[src/rtl/serial_lane_pkg.sv]
// Shared defaults and round-robin index helper for the serial lane arbiter.
// Pure definitions: no latency, no flow control.
package serial_lane_pkg;

  localparam int WORD_LEN_DEF = 33;
  localparam int NUM_REQ_DEF  = 4;
  localparam int SEL_W_DEF    = 2;

  // Next requester index in round-robin order, wrapping at n-1 to 0.
  function automatic int rr_next(input int idx, input int n);
    return (idx >= n - 1) ? 0 : idx + 1;
  endfunction

endpackage

[src/rtl/serial_lane_arbiter_rr_pick.sv]
// Round-robin pick: first set req bit after last, wrapping; one-hot grant plus index.
// Purely combinational; grant is all-zero when no request is set.
module rr_pick
  import serial_lane_pkg::*;
#(
  parameter int NUM_REQ = NUM_REQ_DEF,
  parameter int SEL_W   = SEL_W_DEF
) (
  input  logic [NUM_REQ-1:0] req,
  input  logic [SEL_W-1:0]   last,
  output logic [NUM_REQ-1:0] grant,
  output logic [SEL_W-1:0]   idx
);

  int   cand;
  logic found;

  always_comb begin
    grant = '0;
    idx   = '0;
    found = 1'b0;
    cand  = int'(last);
    for (int k = 0; k < NUM_REQ; k++) begin
      cand = rr_next(cand, NUM_REQ);
      if (!found && req[cand]) begin
        found       = 1'b1;
        grant[cand] = 1'b1;
        idx         = SEL_W'(cand);
      end
    end
  end

endmodule

[src/rtl/serial_lane_arbiter.sv]
// Arbitrates double words from NUM_REQ requesters onto one word lane, packet-locked; latency 1 cycle.
// Backpressure: dout held while dout_ready is low; req_ready only asserts when the store can take a new double word.
module serial_lane_arbiter
  import serial_lane_pkg::*;
#(
  parameter int WORD_LEN = WORD_LEN_DEF,
  parameter int NUM_REQ  = NUM_REQ_DEF,
  parameter int SEL_W    = SEL_W_DEF
) (
  input  logic                          clk,
  input  logic                          rst_n,
  input  logic [NUM_REQ*2*WORD_LEN-1:0] req_din,
  input  logic [NUM_REQ-1:0]            req_valid,
  input  logic [NUM_REQ-1:0]            req_eop,
  output logic [NUM_REQ-1:0]            req_ready,
  output logic [WORD_LEN-1:0]           dout,
  output logic [SEL_W-1:0]              dout_src,
  output logic                          dout_eop,
  output logic                          dout_valid,
  input  logic                          dout_ready
);

  localparam int DW = 2 * WORD_LEN;

  logic [1:0]         count;
  logic [DW-1:0]      store;
  logic [SEL_W-1:0]   src_q;
  logic               eop_q;
  logic               locked;
  logic [SEL_W-1:0]   owner;
  logic [SEL_W-1:0]   last_grant;
  logic [NUM_REQ-1:0] pick_grant;
  logic [SEL_W-1:0]   pick_idx;
  logic [SEL_W-1:0]   sel_idx;
  logic               sel_vld;
  logic               load_cap;
  logic               xfer;

  rr_pick #(
    .NUM_REQ (NUM_REQ),
    .SEL_W   (SEL_W)
  ) u_rr_pick (
    .req   (req_valid),
    .last  (last_grant),
    .grant (pick_grant),
    .idx   (pick_idx)
  );

  // A locked packet only ever continues from its owner; nobody else may interleave.
  assign load_cap = (count == 2'd0) || ((count == 2'd1) && dout_ready);
  assign sel_idx  = locked ? owner : pick_idx;
  assign sel_vld  = locked ? req_valid[owner] : (|pick_grant);
  assign xfer     = rst_n && load_cap && sel_vld;

  always_comb begin
    req_ready = '0;
    if (xfer) req_ready[sel_idx] = 1'b1;
  end

  assign dout       = store[WORD_LEN-1:0];
  assign dout_src   = src_q;
  assign dout_valid = rst_n && (count != 2'd0);
  assign dout_eop   = rst_n && (count == 2'd1) && eop_q;

  always_ff @(posedge clk) begin
    if (!rst_n) begin
      count      <= 2'd0;
      store      <= '0;
      src_q      <= '0;
      eop_q      <= 1'b0;
      locked     <= 1'b0;
      owner      <= '0;
      last_grant <= SEL_W'(NUM_REQ - 1);
    end else if (xfer) begin
      store <= req_din[int'(sel_idx)*DW +: DW];
      count <= 2'd2;
      src_q <= sel_idx;
      eop_q <= req_eop[sel_idx];
      if (req_eop[sel_idx]) begin
        locked     <= 1'b0;
        last_grant <= sel_idx;
      end else begin
        locked <= 1'b1;
        owner  <= sel_idx;
      end
    end else if (dout_valid && dout_ready) begin
      store <= {{WORD_LEN{1'b0}}, store[DW-1:WORD_LEN]};
      count <= count - 2'd1;
    end
  end

endmodule
[config.mk]
export PLATFORM = sky130hd
export DESIGN_NAME = serial_lane_arbiter
export DESIGN_NICKNAME = d
export VERILOG_FILES = /design/src/rtl/serial_lane_pkg.sv /design/src/rtl/serial_lane_arbiter_rr_pick.sv /design/src/rtl/serial_lane_arbiter.sv
export SDC_FILE = /design/constraint.sdc
export NUM_CORES = 1
export LEC_CHECK = 0
export BUFFER_PORTS_ARGS = -buffer_cell sky130_fd_sc_hd__buf_2
export CELL_PAD_IN_SITES_DETAIL_PLACEMENT = 0
export CELL_PAD_IN_SITES_GLOBAL_PLACEMENT = 2
export CORE_MARGIN = 5
export CORE_UTILIZATION = 25
export CTS_BUF_LIST = sky130_fd_sc_hd__clkbuf_8
export DETAILED_ROUTE_END_ITERATION = 10
export PLACE_DENSITY_LB_ADDON = 0.3
export SETUP_SLACK_MARGIN = 0.02
export SLEW_MARGIN = 10
export SYNTH_ARGS = -nofsm -noshare
export SYNTH_HDL_FRONTEND = slang
export SYNTH_SLANG_ARGS = --single-unit
[constraint.sdc]
create_clock -name clk -period 3.6 [get_ports clk]
set_clock_uncertainty 0.05 [all_clocks]
set_input_delay 0.54 -clock clk [delete_from_list [all_inputs] [get_ports clk]]
set_output_delay 0.54 -clock clk [all_outputs]
set_load 0.05 [all_outputs]
Yosys cells after proc, flatten, opt, wreduce, memory -nomap -nowiden --
Index checks and enable logic that the tools add are counted.
Cells by class: add/subtract/negate cells 5, eq/ne operators 1, bitwise operators 5, reductions and logical operators 26, multiplexer cells 49, shifts and indexed selects 1, multiply operators 1, magnitude comparators 15
Operators with widths (count):
- $shiftx A264 B10 Y66 | 1
- $mux W66 | 2
- $ge A32 B1 Y1 const B | 4
- $lt A32 B4 Y1 const B | 4
- $mux W32 | 4
- $add A32 B2 Y32 const B | 3
- $ge A32 B3 Y1 const B | 3
- $mux W1 | 20
- $mux W4 | 5
- $logic_and A1 B1 Y1 | 15
- $mux W2 | 7
- $bmux W1 S2 | 6
- $or A4 B4 Y4 | 3
- $demux W1 S2 | 5
- $mul A2 B6 Y8 const B | 1
- $lt A2 B3 Y1 const B | 2
- $reduce_and A2 Y1 | 2
- $reduce_bool A2 Y1 | 2
- $reduce_or A4 Y1 | 1
- $add A2 B1 Y3 const B | 1
- $logic_not A1 Y1 | 3
- $eq A2 B1 Y1 const B | 1
- $ge A2 B1 Y1 const B | 1
- $ge A2 B2 Y1 const B | 1
- 5 further kinds | 6
Storage, ports and cells: word-level logic and storage cells 111, register bits 76, output and inout port bits 41, bits of input ports 275

Longest topological paths before layout --
Gate-level depths: netlist (run 1).
depth in word-level cells 21, mapped depth 11, depth with buffers taken out 8

Modules after synthesis --
From an unflattened synthesis (run 1), not the netlist that was laid out.
Second synthesis, totals: cell total of the unflattened synthesis 564, area, all modules 5993.2 um^2
By module, submodules not included:
- serial_lane_arbiter | sequential area each 1521.5 um^2, area each 5417.7 um^2, times used 1, cells each 483
- rr_pick | sequential area each 0.0 um^2, area each 575.6 um^2, times used 1, cells each 81

Worst setup path before layout (run 1) --
Ideal clock, no wire load.
path kind register -> output, start point register last_grant[0], end point output port req_ready[0], data arrival time 3101 ps, buffers on the path 3, stages on the path, launching flop included 10, data required time 3010 ps, setup slack -91 ps, cell sequence dfxtp_1 > inv_1 > ha_1 > buf_4 > mux4_1 > mux2i_1 > or3_1 > buf_2 > buf_1 > nor2_1
On the way: longest elaborated chain between the ends 21, elaborated cells on any way between the ends 74, those cells by class 4 x add/sub; 14 x order compare; 40 x mux; 3 x bitwise; 13 x reduce/logical
Ends and longest elaborated chain:
- from (decl) | line serial_lane_arbiter.sv:31 | logic [SEL_W-1:0] last_grant;
- from (signal assigned) | line serial_lane_arbiter.sv:73 | last_grant <= SEL_W'(NUM_REQ - 1);
- from (signal assigned) | line serial_lane_arbiter.sv:81 | last_grant <= sel_idx;
- $add A2 B1 Y3 or $ge A2 B2 Y1 (tied branches) | line serial_lane_pkg.sv:11 | return (idx >= n - 1) ? 0 : idx + 1;
- $mux W32 (*) | line serial_lane_pkg.sv:11
- parallel branches: the longest is 18 deep, another holds $add A32 B2 Y32
- $mux W4 (*) | line serial_lane_arbiter.sv:57 | if (xfer) req_ready[sel_idx] = 1'b1;
- to (decl) | line serial_lane_arbiter.sv:15 | output logic [NUM_REQ-1:0] req_ready,
Every way passes the cells marked *. The select of a mux whose other input is x is not followed.

Worst setup path after layout (run 1) --
start point register last_grant[1], end point output port req_ready[1]
Same word-level chain as after synthesis.

==> flow_metrics.py, run 1 <==
metrics = {
    "critical_path": {
        "critPathKind": "register to output port",
        "crit_path_top_delay_cell": "mux4_1",
        "crit_family": "multiplexers",
        "critPathBufInv": 2,
        "worst_path_largest_cell_delay_ps": 580,
        "crit_chain": "inv_1 -> ha_4 -> mux4_1 -> mux2i_1 -> or3_4 -> nor2_1 -> buf_4",
        "worstPathRequired_ps": 3010,
        "r2r_slack_ps": 610,
        "startpoint_type": "register",
        "worstPathMaxFanout": 8,
        "cp.arrival_ps": 2770,
        "endpoint_kind": "output port",
    },
    "logic_synthesis": {
        "syn-cell-area_sq_um": 5820,
        "synth_top_area_frac": 0.261,
        "synth.distinct_cells": 49,
        "synth_seq_cells": 76,
        "syn_nets": 962,
        "synth_edf_count": 0,
        "synthArstFlopShare": 0,
        "synth.largest_area_cell": "dfxtp_1",
        "synth-main-ff-cell": "dfxtp_1",
        "seq_area_frac_synth": 0.261,
        "synth_cells": 677,
        "ys_warn_count": 0,
        "synth_area_leaders": "dfxtp_1 26%, mux2i_1 18%, mux2_2 7.9%",
        "synth_area_per_cell_sq_um": 8.60,
    },
    "global_route": {
        "met2_usage": 0.290,
        "use_met3": 0.0456,
        "grt_max_degree": 93,
        "gr-usage-all-layers": 0.168,
        "grt_use_met1": 0.207,
        "grt_pass1_wl_um": 34700,
        "first_global_vias": 5964,
        "grt_overflow_total": 0,
        "busiest_layer": "met2",
        "grt_antenna_before_repair": 6,
    },
    "final_layout": {
        "finish.instance_area_sq_um": 7670,
        "drive_above_1_share": 0.436,
        "multiInputGateArea_sq_um": 3760,
        "nets": 1214,
        "num-fill-cells": 2483,
        "syn2layout_area_growth_pct": 31.8,
        "seqCellArea_sq_um": 1520,
    },
    "worst_hold_path": {
        "hold_path.class": "input port to register",
    },
    "die": {
        "rows": 55,
        "fp.dieW_um": 163,
        "die_area_sq_um": 26400,
        "initial_core_util": 0.255,
        "die_y_um": 163,
        "core_area_sq_um": 22800,
        "io-pin-count": 316,
    },
    "sta": {
        "finalHoldViolCount": 0,
        "worst-slew-pin-transition_ps": 585,
        "slew_headroom": 0.600,
        "finalCritPeriodShare": 0.934,
        "fin_tns_setup_ps": 0,
        "setup_viol": 0,
        "grt_setup_unrepaired": "no",
        "drv_slew": 0,
        "post-route-min-period_ps": 3360,
        "fmax_mhz": 297,
    },
    "clock_network": {
        "clk_latency_ps": 370,
        "cts_buffers": 9,
        "clk_pin_slew_ps": 90,
        "cts_tree": "yes",
        "root_buffer": "clkbuf_8",
        "cts_hold_buffers": 0,
        "post_cts_buffers": 0,
        "clock_path_buffers": 2,
        "htree_num_levels": 3,
        "cts.sinks": 76,
    },
    "placed_design": {
        "place_area_sq_um": 7450,
        "globalplace.congestion": 0.764,
        "port_buffers": 315,
        "dp_hpwl_um": 17900,
    },
    "flow_run": {
        "drv_cap": 0,
    },
    "routing": {
        "drc": 0,
        "wl_per_cell_um": 18.7,
        "num_vias": 5902,
        "first_pass_iters": 4,
        "viasPerCell": 4.73,
        "routed_wl_um": 23300,
        "ant_nets": 0,
        "drtIter0Drc": 212,
    },
    "pwr": {
        "peakVddDrop_mv": 0.511,
        "total_power_uw": 7280,
        "power_leakage_uw": 0.00382,
        "power_density_nw_per_um2": 949,
    },
    "outcome": {
        "status": "completed",
    },
}
final timing paths:
path | from | to | cells after the start
setup / recovery | last_grant[1] | req_ready[1] | 7
hold / removal | req_din[237] | store[39] | 3
setup reg to reg | last_grant[1] | store[25] | 9
hold reg to reg | dout_src[0] | dout_src[0] | 2
power breakdown:
| group | switching [uW] | internal [uW] | total [uW] |
|---|---|---|---|
| Sequential | 205 | 1190 | 1400 |
| Combinational | 3190 | 2010 | 5210 |
| Clock | 341 | 332 | 673 |
| Total | 3740 | 3540 | 7280 |
timing repair:
| item | 4_1_cts | 5_1_grt |
|---|---|---|
| endpoints found under the setup margin | 2 | 4 |
| gates resized for setup | 4 | 3 |
| gates cloned | 0 | 0 |
state kept, by name (all words and copies together), names as in the netlist:
name        flops
last_grant      2
locked          1
owner           2
count           2
eop_q           1
dout_src        2
store          66
cells in the final DEF (no fill, tap or decap), drive strengths merged, types with 3 or more instances in the layout:
master,instances
a21oi,39
a31o,16
and3,19
buf,333
clkbuf,10
clkinv,3
dfxtp,76
ha,10
inv,10
mux2,66
mux2i,104
nand2,79
nand3,52
nor2,12
nor3,3
o21ai,43
o221ai,19
routing by layer:
| layer | vias up | wire [um] |
|---|---|---|
| li1 | 2938 | - |
| met1 | 2761 | 10000 |
| met2 | 175 | 11400 |
| met3 | 20 | 1530 |
| met4 | 8 | 274 |
| met5 | - | 45 |
cell usage after synthesis (all sizes together) (16+ instances only):
cell type	instances
a21oi	39
a31o	16
and3	19
buf	62
clkbuf	30
dfxtp	76
mux2	66
mux2i	104
nand2	79
nand3	52
o21ai	43
o221ai	19
worst min-delay path, cell delays in order:
cell      delay (ps)
buf_2             70
mux2i_1           50
o221ai_1         150
stage by stage:
stage,setup slack (ps),hold slack [ps],instances,util
global placement,346,422,1231,0.327
global route,88.3,423,1248,0.337
detailed placement,309,418,1231,0.327
finish,238,426,1248,0.337
floorplan,-91.2,399,677,-
CTS,47.7,407,1246,0.336
layout make-up:
type	instances	area share
clock inverters	5	0.00685
inverters	10	0.00489
repair buffers	333	0.229
well taps	313	0.0511
multi-input cells	499	0.491
clock buffers	10	0.0179
flip-flops and latches	76	0.199
diodes	2	0.000653
kinds of logic after synthesis:
| logic type | count (synthesis) | share of synthesized area |
|---|---|---|
| fa+ha+maj | 11 | 0.0234 |
| simple gates | 177 | 0.141 |
| flops | 76 | 0.261 |
| compound gates | 138 | 0.154 |
| mux | 172 | 0.316 |
| buf+inv | 102 | 0.103 |
| xor+xnor | 1 | 0.00151 |
No activity file was read; power rests on OpenSTA's default activity.
==> run 2: changes to the inputs <==
--- a/config.mk
+++ b/config.mk
@@ -10,7 +10,7 @@
 export CELL_PAD_IN_SITES_GLOBAL_PLACEMENT = 2
 export CORE_MARGIN = 5
 export CORE_UTILIZATION = 25
-export CTS_BUF_LIST = sky130_fd_sc_hd__clkbuf_8
+export CTS_BUF_LIST = sky130_fd_sc_hd__clkbuf_2
 export DETAILED_ROUTE_END_ITERATION = 10
 export PLACE_DENSITY_LB_ADDON = 0.3
 export SETUP_SLACK_MARGIN = 0.02
==> flow_metrics.py, run 2 (synthesis results as in run 1) <==
metrics = {
    "critical_path": {
        "crit_family": "multiplexers",
        "critPathBufInv": 2,
        "critPathKind": "register to output port",
        "worstPathMaxFanout": 8,
        "worstPathRequired_ps": 3010,
        "crit_path_top_delay_cell": "mux4_2",
        "cp.arrival_ps": 2870,
        "worst_path_largest_cell_delay_ps": 530,
        "endpoint_kind": "output port",
        "reg2regPathDepth": 9,
        "startpoint_type": "register",
        "crit_chain": "clkinvlp_4 -> ha_4 -> mux4_2 -> mux2i_2 -> or3_4 -> nor2_2 -> buf_6",
        "cp_num_cells": 7,
    },
    "clock_network": {
        "root_buffer": "clkbuf_2",
        "cts.sinks": 76,
        "clock_path_buffers": 2,
        "clk_pin_slew_ps": 230,
        "cts_hold_buffers": 0,
        "cts_buffers": 9,
        "clk_latency_ps": 570,
        "htree_num_levels": 3,
        "cts_tree": "yes",
    },
    "placed_design": {
        "pre_cts_slack_ps": 309,
        "dp_hpwl_um": 17900,
        "port_buffers": 315,
        "globalplace.congestion": 0.764,
    },
    "die": {
        "rows": 55,
        "die_y_um": 163,
        "initial_core_util": 0.255,
        "core_area_sq_um": 22800,
        "die_area_sq_um": 26400,
        "fp.dieW_um": 163,
        "io-pin-count": 316,
    },
    "sta": {
        "setup_viol": 0,
        "slew_headroom": 0.580,
        "finalHoldViolCount": 0,
        "final.setup.worst_slack_ps": 144,
        "finalCritPeriodShare": 0.960,
        "worst-slew-pin-transition_ps": 614,
        "fmax_mhz": 289,
        "post-route-min-period_ps": 3460,
        "grt_setup_unrepaired": "yes",
        "drv_slew": 0,
    },
    "final_layout": {
        "nets": 1219,
        "num-fill-cells": 2486,
        "layout_commonest_cell": "buf_2",
        "regMostFlops": "store",
        "drive_above_1_share": 0.447,
        "final_cell_mix": "311 x buf_2, 103 x mux2i_1, 77 x nand2_1, 75 x dfxtp_1, 52 x nand3_1",
        "syn2layout_area_growth_pct": 32.0,
        "largest_reg_flops": 66,
    },
    "global_route": {
        "grt_max_degree": 93,
        "grt_antenna_before_repair": 8,
        "grt_pass1_wl_um": 34700,
        "first_global_vias": 5988,
        "gr-usage-all-layers": 0.168,
        "grt_overflow_total": 0,
    },
    "routing": {
        "drc": 0,
        "wl_per_cell_um": 18.6,
        "viasPerCell": 4.76,
        "drtIter0Drc": 217,
        "ant_nets": 0,
        "routed_wl_um": 23300,
        "num_vias": 5970,
        "first_pass_iters": 4,
    },
    "flow_run": {
        "drv_cap": 0,
    },
    "pwr": {
        "power_density_nw_per_um2": 936,
        "power_leakage_uw": 0.00381,
        "total_power_uw": 7190,
        "peakVddDrop_mv": 0.517,
    },
    "worst_hold_path": {
        "hold_path.class": "input port to register",
        "holdPathStages": 3,
    },
    "outcome": {
        "status": "completed",
    },
}
==> run 2: power breakdown <==
part,switching [uW],internal [uW]
clock,325,150
sequential,203,1190
combinational,3230,2090
==> run 2: stage by stage <==
stage / cell area (sq um) / instances / util / TNS (ps) / hold WS [ps]
CTS: 7610 / 1248 / 0.334 / 0 / 148
global route: 7680 / 1255 / 0.337 / 0 / 158
finish: 7680 / 1255 / 0.337 / 0 / 217
global placement: 7450 / 1231 / 0.327 / 0 / 422
floorplan: 5820 / 677 / - / -182 / 399
detailed placement: 7450 / 1231 / 0.327 / 0 / 418
==> run 2: timing repair <==
item,4_1_cts,5_1_grt
pin swaps,0,1
hold endpoints to repair,0,0
buffers inserted,2,3
setup endpoints to repair,4,4
resized for setup,14,11
==> run 2: final cells by class <==
type                       instances  area (sq um)  share of cell area
multi-input combinational        499          3790               0.494
timing repair buffer             338          1820               0.237
sequential                        76          1530               0.199
tap                              313           392              0.0510
clock inverter                     6          56.3             0.00733
clock buffer                       9          45.0             0.00587
inverter                          10          41.3             0.00538
antenna                            4          10.0             0.00130
==> run 2: worst paths after layout <==
check	slack [ps]	end	from
max	140	req_ready[0]	last_grant[1]
min	220	store[39]	req_din[237]
max reg2reg	560	store[64]	last_grant[1]
min reg2reg	440	dout_src[0]	dout_src[0]
==> run 2: layer usage <==
metal / up-vias / routed length, um / GRT usage
li1: 2950 / - / -
met1: 2799 / 9910 / 0.205
met2: 192 / 11500 / 0.292
met3: 21 / 1580 / 0.0413
met4: 8 / 281 / 0.0496
met5: - / 45 / 0
==> run 2: worst register-to-register path, stage by stage (launching register included) <==
cell and delay (ps):
dfxtp_4 400, clkinvlp_4 120, ha_4 290, buf_4 140, maj3_2 320, and2_4 190, o31ai_4 440, buf_4 560
nand3_1 180, a31o_1 250
==> run 3: changes to the inputs <==
--- a/config.mk
+++ b/config.mk
@@ -13,6 +13,7 @@
 export CTS_BUF_LIST = sky130_fd_sc_hd__clkbuf_2
 export DETAILED_ROUTE_END_ITERATION = 10
 export PLACE_DENSITY_LB_ADDON = 0.3
+export RECOVER_POWER = 100
 export SETUP_SLACK_MARGIN = 0.02
 export SLEW_MARGIN = 10
 export SYNTH_ARGS = -nofsm -noshare
==> flow_metrics.py, run 3 (synthesis results as in run 1) <==
metrics = {
    "clock_network": {
        "cts_hold_buffers": 0,
        "root_buffer": "clkbuf_2",
        "cts.sinks": 76,
        "cts_tree": "yes",
        "clk_pin_slew_ps": 230,
        "cts_buffers": 9,
        "clk_latency_ps": 560,
        "htree_num_levels": 3,
        "clock_path_buffers": 2,
    },
    "pwr": {
        "switchingPower_uw": 3760,
        "p_comb_frac": 0.737,
        "power_density_nw_per_um2": 935,
        "p_seq_frac": 0.197,
        "clockPowerShare": 0.067,
        "power_leakage_uw": 0.00366,
        "peakVddDrop_mv": 0.517,
        "total_power_uw": 7120,
        "intPower_uw": 3350,
        "p_sw_frac": 0.529,
    },
    "routing": {
        "first_pass_iters": 4,
        "drtIter0Drc": 211,
        "num_vias": 5959,
        "viasPerCell": 4.75,
        "routed_wl_um": 23400,
        "drc": 0,
        "ant_nets": 0,
        "wl_per_cell_um": 18.7,
    },
    "sta": {
        "fmax_mhz": 289,
        "post-route-min-period_ps": 3460,
        "worst-slew-pin-transition_ps": 996,
        "grt_setup_unrepaired": "yes",
        "finalCritPeriodShare": 0.960,
        "setup_viol": 0,
        "fin_tns_setup_ps": 0,
        "finalHoldViolCount": 0,
        "drv_slew": 0,
        "final.setup.worst_slack_ps": 143,
        "slew_headroom": 0.336,
    },
    "critical_path": {
        "critPathKind": "register to output port",
        "crit_chain": "clkinvlp_4 -> ha_4 -> mux4_2 -> mux2i_1 -> or3_4 -> nor2_2 -> buf_6",
        "cp.arrival_ps": 2870,
        "startpoint_type": "register",
        "worst_path_largest_cell_delay_ps": 510,
        "r2r_slack_ps": 400,
        "worstPathRequired_ps": 3010,
        "worstSetupStartpoint": "last_grant[1]",
        "rr_startpoint": "last_grant[1]",
        "worstPathMaxFanout": 8,
        "endpoint": "req_ready[0]",
        "endpoint_kind": "output port",
        "crit_path_top_delay_cell": "mux4_2",
        "reg2regPathDepth": 9,
        "reg2reg_to": "store[64]",
    },
    "die": {
        "core_area_sq_um": 22800,
        "fp.dieW_um": 163,
        "die_y_um": 163,
        "rows": 55,
        "io-pin-count": 316,
        "initial_core_util": 0.255,
        "die_area_sq_um": 26400,
    },
    "global_route": {
        "grt_max_degree": 93,
        "gr-usage-all-layers": 0.168,
        "grt_overflow_total": 0,
        "grt_antenna_before_repair": 8,
        "first_global_vias": 5988,
        "grt_pass1_wl_um": 34700,
    },
    "final_layout": {
        "syn2layout_area_growth_pct": 30.8,
        "layout_commonest_cell": "buf_2",
        "drive_above_1_share": 0.405,
        "largest_reg_flops": 66,
        "multiInputGateArea_sq_um": 3790,
        "regMostFlops": "store",
        "seqCellArea_sq_um": 1530,
        "final_cell_mix": "274 x buf_2, 104 x mux2i_1, 77 x nand2_1, 75 x dfxtp_1, 52 x nand3_1",
        "num-fill-cells": 2514,
        "nets": 1219,
        "final_util": 0.334,
    },
    "outcome": {
        "status": "completed",
    },
    "placed_design": {
        "pre_cts_slack_ps": 309,
        "globalplace.congestion": 0.764,
        "dp_hpwl_um": 17900,
        "port_buffers": 315,
    },
    "worst_hold_path": {
        "hold_path.class": "input port to register",
    },
    "flow_run": {
        "drv_cap": 0,
    },
}
==> run 3: cell types whose count changed in the layout (fill, tap and decap cells not counted), sizes merged <==
cell / change
buf: -40
clkbuf: +40
==> run 3: layout make-up <==
cell class / count / area share
inverter: 10 / 0.00542
multi-input combinational: 499 / 0.498
tap: 313 / 0.0514
clock inverter: 6 / 0.00740
sequential: 76 / 0.200
clock buffer: 9 / 0.00592
antenna: 4 / 0.00131
timing repair buffer: 338 / 0.231
==> run 3: power groups by stage <==
stage	Sequential [uW]	Clock [uW]	Combinational [uW]
finish	1400	473	5240
global route	1450	545	5720
CTS	1400	505	5350
detailed placement	1420	0	5260
global placement	1410	0	5260
floorplan	1370	0	4220
==> run 3: worst min-delay path by stage <==
stage / from / to / depth (start not counted)
after floorplan: store[35] / store[35] / 2
after global placement: dout_src[0] / dout_src[0] / 2
after detailed placement: dout_src[0] / dout_src[0] / 2
after CTS: req_din[237] / store[39] / 3
after global routing: req_din[237] / store[39] / 3
final: req_din[237] / store[39] / 3
==> run 3: repair_timing <==
action | CTS | global route
pin swaps | 0 | 1
gates resized for setup | 14 | 11
buffers inserted | 2 | 3
endpoints found under the setup margin | 4 | 4
==> run 3: stage by stage <==
stage               hold slack, ps  area, sq um  instances
floorplan                      399         5820        677
global placement               422         7450       1231
detailed placement             418         7450       1231
CTS                            148         7610       1248
global route                   158         7610       1255
finish                         216         7610       1255
==> run 3: worst max-delay path: cells and delay by family, from the launching register on <==
family                     cells  cell delay, ps
muxes                          2             710
buffers and inverters          2             290
DFF                            1             400
and+or+nand+nor                2             580
adders and majority gates      1             330
==> run 3: per-layer routing <==
layer	GRT usage	part of all wire
met1	0.205	0.42
met2	0.292	0.50
met3	0.0413	0.068
met4	0.0496	0.012
met5	0	0.0019
